`src/rtl/digital_input_deserializer_n_if.sv`:
```
// rtl/digital_input_deserializer_n_if.sv - SPI-slot and shift-chain bundle for the digital-input deserializer
// master drives main_state/channel/serial_in and observes the committed word; slave is the deserializer.
interface digital_input_deserializer_n_if #(
    parameter int BITS   = 16,
    parameter int CHAINS = 2
) ();
    logic [31:0]            main_state;
    logic [5:0]             channel;
    logic [CHAINS-1:0]      serial_in;
    logic                   serial_CLK;
    logic                   serial_LOAD;
    logic [CHAINS*BITS-1:0] TTL_parallel;
    logic [CHAINS*BITS-1:0] TTL_rise;
    logic [CHAINS*BITS-1:0] TTL_fall;
    logic                   TTL_valid;
    logic                   frame_error;

    modport master (
        output main_state, channel, serial_in,
        input  serial_CLK, serial_LOAD, TTL_parallel, TTL_rise, TTL_fall, TTL_valid, frame_error
    );

    modport slave (
        input  main_state, channel, serial_in,
        output serial_CLK, serial_LOAD, TTL_parallel, TTL_rise, TTL_fall, TTL_valid, frame_error
    );
endinterface

```
`src/rtl/digital_input_deserializer_n.sv`:
```
// rtl/digital_input_deserializer_n.sv - LOAD/CLK driver and per-frame parallel capture of CHAINS shift chains
// Optional two-frame debounce when DIN_DEBOUNCE_EN is defined.
module digital_input_deserializer_n #(
    parameter int          BITS       = 16,
    parameter int          CHAINS     = 2,
    parameter logic [31:0] ms_wait    = 32'd99,
    parameter logic [31:0] ms_clk1_a  = 32'd100,
    parameter logic [31:0] ms_clk11_a = 32'd140
) (
    input logic                        dataclk,
    input logic                        reset,
    digital_input_deserializer_n_if.slave bus
);
    localparam int         W      = CHAINS * BITS;
    localparam logic [5:0] BITS_L = 6'(BITS);
    localparam logic [5:0] TOP_L  = 6'(BITS - 1);

    logic         load_q, load_d;
    logic         clk_q, clk_d;
    logic [W-1:0] shadow_q, shadow_d;
    logic [5:0]   cnt_q, cnt_d;
    logic [W-1:0] par_q, par_d;
    logic [W-1:0] rise_q, rise_d;
    logic [W-1:0] fall_q, fall_d;
    logic         valid_q, valid_d;
    logic         err_q, err_d;
    logic [W-1:0] cand;
    logic [5:0]   bit_idx;
    logic         sample_slot;
    logic         commit_slot;
`ifdef DIN_DEBOUNCE_EN
    logic [W-1:0] prev_q, prev_d;
`endif

    assign sample_slot = (bus.main_state == ms_clk11_a) && (bus.channel < BITS_L);
    assign commit_slot = (bus.main_state == ms_clk11_a) && (bus.channel == BITS_L);
    // The first bit shifted out of a chain is its MSB.
    assign bit_idx     = TOP_L - bus.channel;

`ifdef DIN_DEBOUNCE_EN
    // A bit follows the shadow only when two consecutive frames agree.
    assign cand = (shadow_q & ~(shadow_q ^ prev_q)) | (par_q & (shadow_q ^ prev_q));
`else
    assign cand = shadow_q;
`endif

    always_comb begin
        load_d   = load_q;
        clk_d    = clk_q;
        shadow_d = shadow_q;
        cnt_d    = cnt_q;
        par_d    = par_q;
        rise_d   = rise_q;
        fall_d   = fall_q;
        valid_d  = 1'b0;
        err_d    = err_q;
`ifdef DIN_DEBOUNCE_EN
        prev_d   = prev_q;
`endif
        if (bus.main_state == ms_wait || bus.main_state == ms_clk11_a) begin
            load_d = 1'b1;
            clk_d  = 1'b0;
        end else if (bus.main_state == ms_clk1_a) begin
            if (bus.channel == 6'd0) begin
                load_d = 1'b0;
                clk_d  = 1'b0;
            end else if (bus.channel < BITS_L) begin
                load_d = 1'b1;
                clk_d  = 1'b1;
            end else begin
                load_d = 1'b1;
                clk_d  = 1'b0;
            end
        end

        if (sample_slot) begin
            for (int c = 0; c < CHAINS; c++) begin
                for (int b = 0; b < BITS; b++) begin
                    if (6'(b) == bit_idx) begin
                        shadow_d[c*BITS + b] = bus.serial_in[c];
                    end
                end
            end
            if (bus.channel == 6'd0) begin
                cnt_d = 6'd1;
            end else if (cnt_q != 6'd63) begin
                cnt_d = cnt_q + 6'd1;
            end
        end

        if (commit_slot) begin
            cnt_d = 6'd0;
            if (cnt_q == BITS_L) begin
                rise_d  = cand & ~par_q;
                fall_d  = ~cand & par_q;
                par_d   = cand;
                valid_d = 1'b1;
`ifdef DIN_DEBOUNCE_EN
                prev_d  = shadow_q;
`endif
            end else begin
                err_d = 1'b1;
            end
        end
    end

    always_ff @(posedge dataclk or posedge reset) begin
        if (reset) begin
            load_q   <= 1'b1;
            clk_q    <= 1'b0;
            shadow_q <= '0;
            cnt_q    <= '0;
            par_q    <= '0;
            rise_q   <= '0;
            fall_q   <= '0;
            valid_q  <= 1'b0;
            err_q    <= 1'b0;
`ifdef DIN_DEBOUNCE_EN
            prev_q   <= '0;
`endif
        end else begin
            load_q   <= load_d;
            clk_q    <= clk_d;
            shadow_q <= shadow_d;
            cnt_q    <= cnt_d;
            par_q    <= par_d;
            rise_q   <= rise_d;
            fall_q   <= fall_d;
            valid_q  <= valid_d;
            err_q    <= err_d;
`ifdef DIN_DEBOUNCE_EN
            prev_q   <= prev_d;
`endif
        end
    end

    assign bus.serial_LOAD  = load_q;
    assign bus.serial_CLK   = clk_q;
    assign bus.TTL_parallel = par_q;
    assign bus.TTL_rise     = rise_q;
    assign bus.TTL_fall     = fall_q;
    assign bus.TTL_valid    = valid_q;
    assign bus.frame_error  = err_q;
endmodule

```
`src/flat_wrapper.sv`:
```
// flat-port wrapper written by rule: the top's interface ports become plain ports
module digital_input_deserializer_n_flat 
#(
    parameter int          BITS       = 16,
    parameter int          CHAINS     = 2,
    parameter logic [31:0] ms_wait    = 32'd99,
    parameter logic [31:0] ms_clk1_a  = 32'd100,
    parameter logic [31:0] ms_clk11_a = 32'd140
)
  (dataclk, reset, bus_main_state, bus_channel, bus_serial_in, bus_serial_CLK, bus_serial_LOAD, bus_TTL_parallel, bus_TTL_rise, bus_TTL_fall, bus_TTL_valid, bus_frame_error);
  digital_input_deserializer_n_if #(.BITS(BITS), .CHAINS(CHAINS)) bus_i ();
  input logic dataclk;
  input logic reset;
  input wire logic [$bits(bus_i.main_state)-1:0] bus_main_state;
  input wire logic [$bits(bus_i.channel)-1:0] bus_channel;
  input wire logic [$bits(bus_i.serial_in)-1:0] bus_serial_in;
  output wire logic [$bits(bus_i.serial_CLK)-1:0] bus_serial_CLK;
  output wire logic [$bits(bus_i.serial_LOAD)-1:0] bus_serial_LOAD;
  output wire logic [$bits(bus_i.TTL_parallel)-1:0] bus_TTL_parallel;
  output wire logic [$bits(bus_i.TTL_rise)-1:0] bus_TTL_rise;
  output wire logic [$bits(bus_i.TTL_fall)-1:0] bus_TTL_fall;
  output wire logic [$bits(bus_i.TTL_valid)-1:0] bus_TTL_valid;
  output wire logic [$bits(bus_i.frame_error)-1:0] bus_frame_error;
  assign bus_i.main_state = bus_main_state;
  assign bus_i.channel = bus_channel;
  assign bus_i.serial_in = bus_serial_in;
  assign bus_serial_CLK = bus_i.serial_CLK;
  assign bus_serial_LOAD = bus_i.serial_LOAD;
  assign bus_TTL_parallel = bus_i.TTL_parallel;
  assign bus_TTL_rise = bus_i.TTL_rise;
  assign bus_TTL_fall = bus_i.TTL_fall;
  assign bus_TTL_valid = bus_i.TTL_valid;
  assign bus_frame_error = bus_i.frame_error;
  digital_input_deserializer_n #(.BITS(BITS), .CHAINS(CHAINS), .ms_wait(ms_wait), .ms_clk1_a(ms_clk1_a), .ms_clk11_a(ms_clk11_a)) u_core (.dataclk(dataclk), .reset(reset), .bus(bus_i));
endmodule
```
`config.mk`:
```
export PLATFORM = sky130hd
export DESIGN_NAME = digital_input_deserializer_n_flat
export DESIGN_NICKNAME = d
export VERILOG_FILES = /design/src/rtl/digital_input_deserializer_n_if.sv /design/src/rtl/digital_input_deserializer_n.sv /design/src/flat_wrapper.sv
export SDC_FILE = /design/constraint.sdc
export NUM_CORES = 1
export LEC_CHECK = 0
export ABC_AREA = 1
export BUFFER_PORTS_ARGS = -buffer_cell sky130_fd_sc_hd__buf_2
export CELL_PAD_IN_SITES_DETAIL_PLACEMENT = 1
export CELL_PAD_IN_SITES_GLOBAL_PLACEMENT = 1
export CORE_MARGIN = 10
export CORE_UTILIZATION = 44
export DETAILED_ROUTE_END_ITERATION = 10
export GPL_ROUTABILITY_DRIVEN = 0
export PLACE_DENSITY = 0.93
export SYNTH_ARGS = -nofsm -noshare
export SYNTH_HDL_FRONTEND = slang
export SYNTH_SLANG_ARGS = --single-unit
```
`constraint.sdc`:
```
create_clock -name dataclk -period 13.7 [get_ports dataclk]
set_clock_uncertainty 0.2 [all_clocks]
set_input_delay 1.37 -clock dataclk [delete_from_list [all_inputs] [get_ports dataclk]]
set_output_delay 1.37 -clock dataclk [all_outputs]
set_load 0.02 [all_outputs]
```
==> results.py <==
metrics = {
    "outcome": {
        "run_status": "finished, final reports clean",
    },
    "setup_path": {
        "critPathSlowestCell": "sky130_fd_sc_hd__nor2_2",
        "critical_path_peak_fanout": 105,
        "critPathCaptureType": "flop",
        "critical_path_at_ps": 3620,
        "timing.critical_path.slowest_cell_delay_ps": 690,
        "path_common_cell": "sky130_fd_sc_hd__nand2_1",
        "worstPathCellList": "buf_2 -> nor2_1 -> nand2_1 -> nor2_1 -> nand2_1 -> nor2_2 -> nand3_4 -> buf_4 -> nand2_1 -> o21ai_0",
        "crit_type": "in2reg",
        "data_required_time_at_the_worst_endpoint_ps": 13740,
        "startpoint_type": "input pin",
    },
    "sta": {
        "rsz0062_at_grt": "no",
        "setup_violations": 0,
        "timing.max_slew.rel_slack": 0.186,
        "worstMarginPinSlew_ps": 1220,
        "fin_hold_viols": 0,
        "layout_worst_path_cycle_share": 0.261,
        "slew_violations": 0,
        "layout_min_cycle_time_ps": 3580,
        "worst_slack_ps": 10120,
        "fmax_mhz": 279,
        "final.setup.tns_ps": 0,
    },
    "detailed_routing": {
        "number_of_optimization_iterations_in_the_first_detailed_route_pass": 4,
        "post-route-drc-count": 0,
        "detail_route.wl_per_cell_um": 18.9,
        "route.final.wire_length_um": 19300,
        "ant_nets": 0,
        "detailroute.via_count": 5331,
        "viasPerCell": 5.23,
        "drtIter0Drc": 287,
    },
    "global_route": {
        "track_usage": 0.198,
        "grt_first_pass_wirelength_um": 31600,
        "maximum_number_of_pins_on_one_net_before_global_route_repair": 106,
        "grt_pass1_vias": 5935,
        "grt-ovfl-total": 0,
        "antenna_found_initial": 3,
    },
    "clock_tree": {
        "path_clk_slew_ps": 60,
        "post_cts_resized": 0,
        "insertion_delay_ps": 420,
        "clock_sink_count": 138,
        "post-cts-setup-buffers": 0,
        "tritoncts.num_buffers": 17,
        "cts-htree-levels": 4,
        "number_of_hold_repair_buffers_added_at_the_cts_stage": 0,
        "clock_tree_from_tritoncts": "built",
        "cts.path.max_buffers": 2,
        "cts.root.buffer_cell": "sky130_fd_sc_hd__clkbuf_16",
    },
    "worst_hold_path": {
        "hold_path.class": "reg2reg",
    },
    "run": {
        "maxCapViolations": 0,
    },
    "power_and_ir_drop": {
        "power.density_nw_per_um2": 126,
        "power_frac_seq": 0.416,
        "cellLeakagePower_nw": 3.77,
        "intPower_w": 0.000775,
        "ir_drop_v": 0.0000761,
        "p_sw_frac": 0.209,
        "power.clock.fraction": 0.560,
        "netSwitchingPower_w": 0.000205,
        "share_comb_of_total_power": 0.025,
    },
    "synth": {
        "mappedNetlistArea_um2": 6340,
        "average_instance_area_after_synthesis_um2": 9.19,
        "dominantRegCellSynth": "sky130_fd_sc_hd__dfrtp_1",
        "distinct_cells_synth": 24,
        "count_of_state_elements_after_synthesis": 138,
        "synth_edf_count": 0,
        "synth.net_count": 734,
        "ys_warn_count": 0,
        "postSynthCellCount": 690,
        "yosysSeqAreaShare": 0.545,
        "async_reset_ff_frac": 1.00,
    },
    "die": {
        "die_area_um2": 19600,
        "core_region_area_um2": 14000,
        "die-height_um": 140,
        "die_w_um": 140,
        "io_pins": 142,
        "initial_standard_cell_utilization_of_the_core": 0.453,
        "row_count": 43,
    },
    "layout": {
        "drive_gt1_frac": 0.355,
        "nets": 870,
        "layout.cells.most_common_list": "sky130_fd_sc_hd__nand2_1 (197), sky130_fd_sc_hd__buf_2 (141), sky130_fd_sc_hd__dfrtp_1 (137), sky130_fd_sc_hd__o21ai_2 (80), sky130_fd_sc_hd__inv_1 (57)",
        "layout-area-overhead-vs-synth_pct": 22.3,
        "finalInstanceArea_um2": 7760,
        "n_antenna_cell": 0,
        "final_common_cell": "sky130_fd_sc_hd__nand2_1",
    },
    "place": {
        "setup_slack_at_placement_ps": 9740,
        "hpwl_after_dpl_um": 12200,
        "count_of_buffers_inserted_at_the_top_level_ports": 141,
        "postPlaceCellArea_um2": 7060,
    },
}
[state kept, by name, indices dropped and copies added (netlist names)]
| signal | flops |
|---|---|
| u_core.bus.frame_error | 1 |
| u_core.bus.serial_CLK | 1 |
| u_core.bus.serial_LOAD | 1 |
| u_core.cand | 32 |
| u_core.bus.TTL_fall | 32 |
| u_core.bus.TTL_valid | 1 |
| u_core.bus.TTL_rise | 32 |
| u_core.bus.TTL_parallel | 32 |
| u_core.cnt_q | 6 |
[power by group through the flow]
stage,Clock [W],Sequential [W],Combinational [W]
final,0.000548,0.000408,0.0000241
after global routing,0.000572,0.000407,0.0000278
after global placement,0,0.000415,0.0000238
after CTS,0.000556,0.000408,0.0000247
after detailed placement,0,0.000415,0.0000244
after floorplan,0,0.000415,0.0000128
[cell usage after synthesis, drive strengths merged (2+ instances only)]
cell type	number	area (um^2)
o21ai	129	946
nand3	31	165
nor3	5	25.0
buf	22	229
nand4	7	43.8
nand2	197	739
a21oi	2	10.0
ha	2	25.0
clkbuf	5	18.8
inv	58	218
nor2	56	220
or2	33	206
dfrtp	137	3430
[worst paths after layout]
check                                                   start                                       to  slack (ps)  cells past startpoint
setup / recovery                            bus_main_state[1]       u_core.bus.TTL_fall[3]$_DFFE_PP0P_       10120                     10
hold / removal             u_core.bus.frame_error$_DFFE_PP0P_       u_core.bus.frame_error$_DFFE_PP0P_         270                      1
setup reg to reg                  u_core.cnt_q[0]$_DFFE_PP0P_  u_core.bus.TTL_parallel[15]$_DFFE_PP0P_       11150                      8
hold reg to reg            u_core.bus.frame_error$_DFFE_PP0P_       u_core.bus.frame_error$_DFFE_PP0P_         270                      1
max in group asynchronous                               reset              u_core.cand[24]$_DFFE_PP0P_       11080                      3
min in group asynchronous                               reset      u_core.bus.TTL_fall[25]$_DFFE_PP0P_         870                      2
[per-layer routing]
layer / track usage / up-vias / wire [um]
li1: - / 2484 / -
met1: 0.223 / 2635 / 7580
met2: 0.342 / 166 / 10000
met3: 0.0646 / 40 / 1190
met4: 0.0739 / 6 / 483
met5: 0 / - / 41
[stage by stage]
| step | util | hold WS (ps) | power (W) | instances |
|---|---|---|---|---|
| floorplan | - | 253 | 0.000428 | 690 |
| global placement | 0.505 | 260 | 0.000439 | 987 |
| detailed placement | 0.505 | 256 | 0.000439 | 987 |
| CTS | 0.555 | 278 | 0.000988 | 1019 |
| global route | 0.555 | 296 | 0.00101 | 1019 |
| finish | 0.555 | 271 | 0.000980 | 1019 |
[kinds of logic after synthesis]
logic type	after synthesis	synth area share
DFF	138	0.545
buffers and inverters	85	0.0734
xor gates and xnor gates	1	0.00138
and+or+nand+nor	332	0.225
adders and majority gates	2	0.00394
AOI/OAI and AO/OA	132	0.152
[area by class of cell]
cell class	count	area, um^2
Fill cell	1650	6230
Sequential cell	138	3450
Multi-Input combinational cell	467	2430
Timing Repair Buffer	144	728
Clock buffer	17	425
Clock inverter	15	270
Tap cell	180	225
Inverter	58	223
[worst max-delay path, delay by kind of cell]
kind | cells | cell delay (ps)
buffers and inverters | 2 | 610
and+or+nand+nor | 7 | 1450
AOI/OAI and AO/OA | 1 | 130
(Power assumes the default switching activity.)
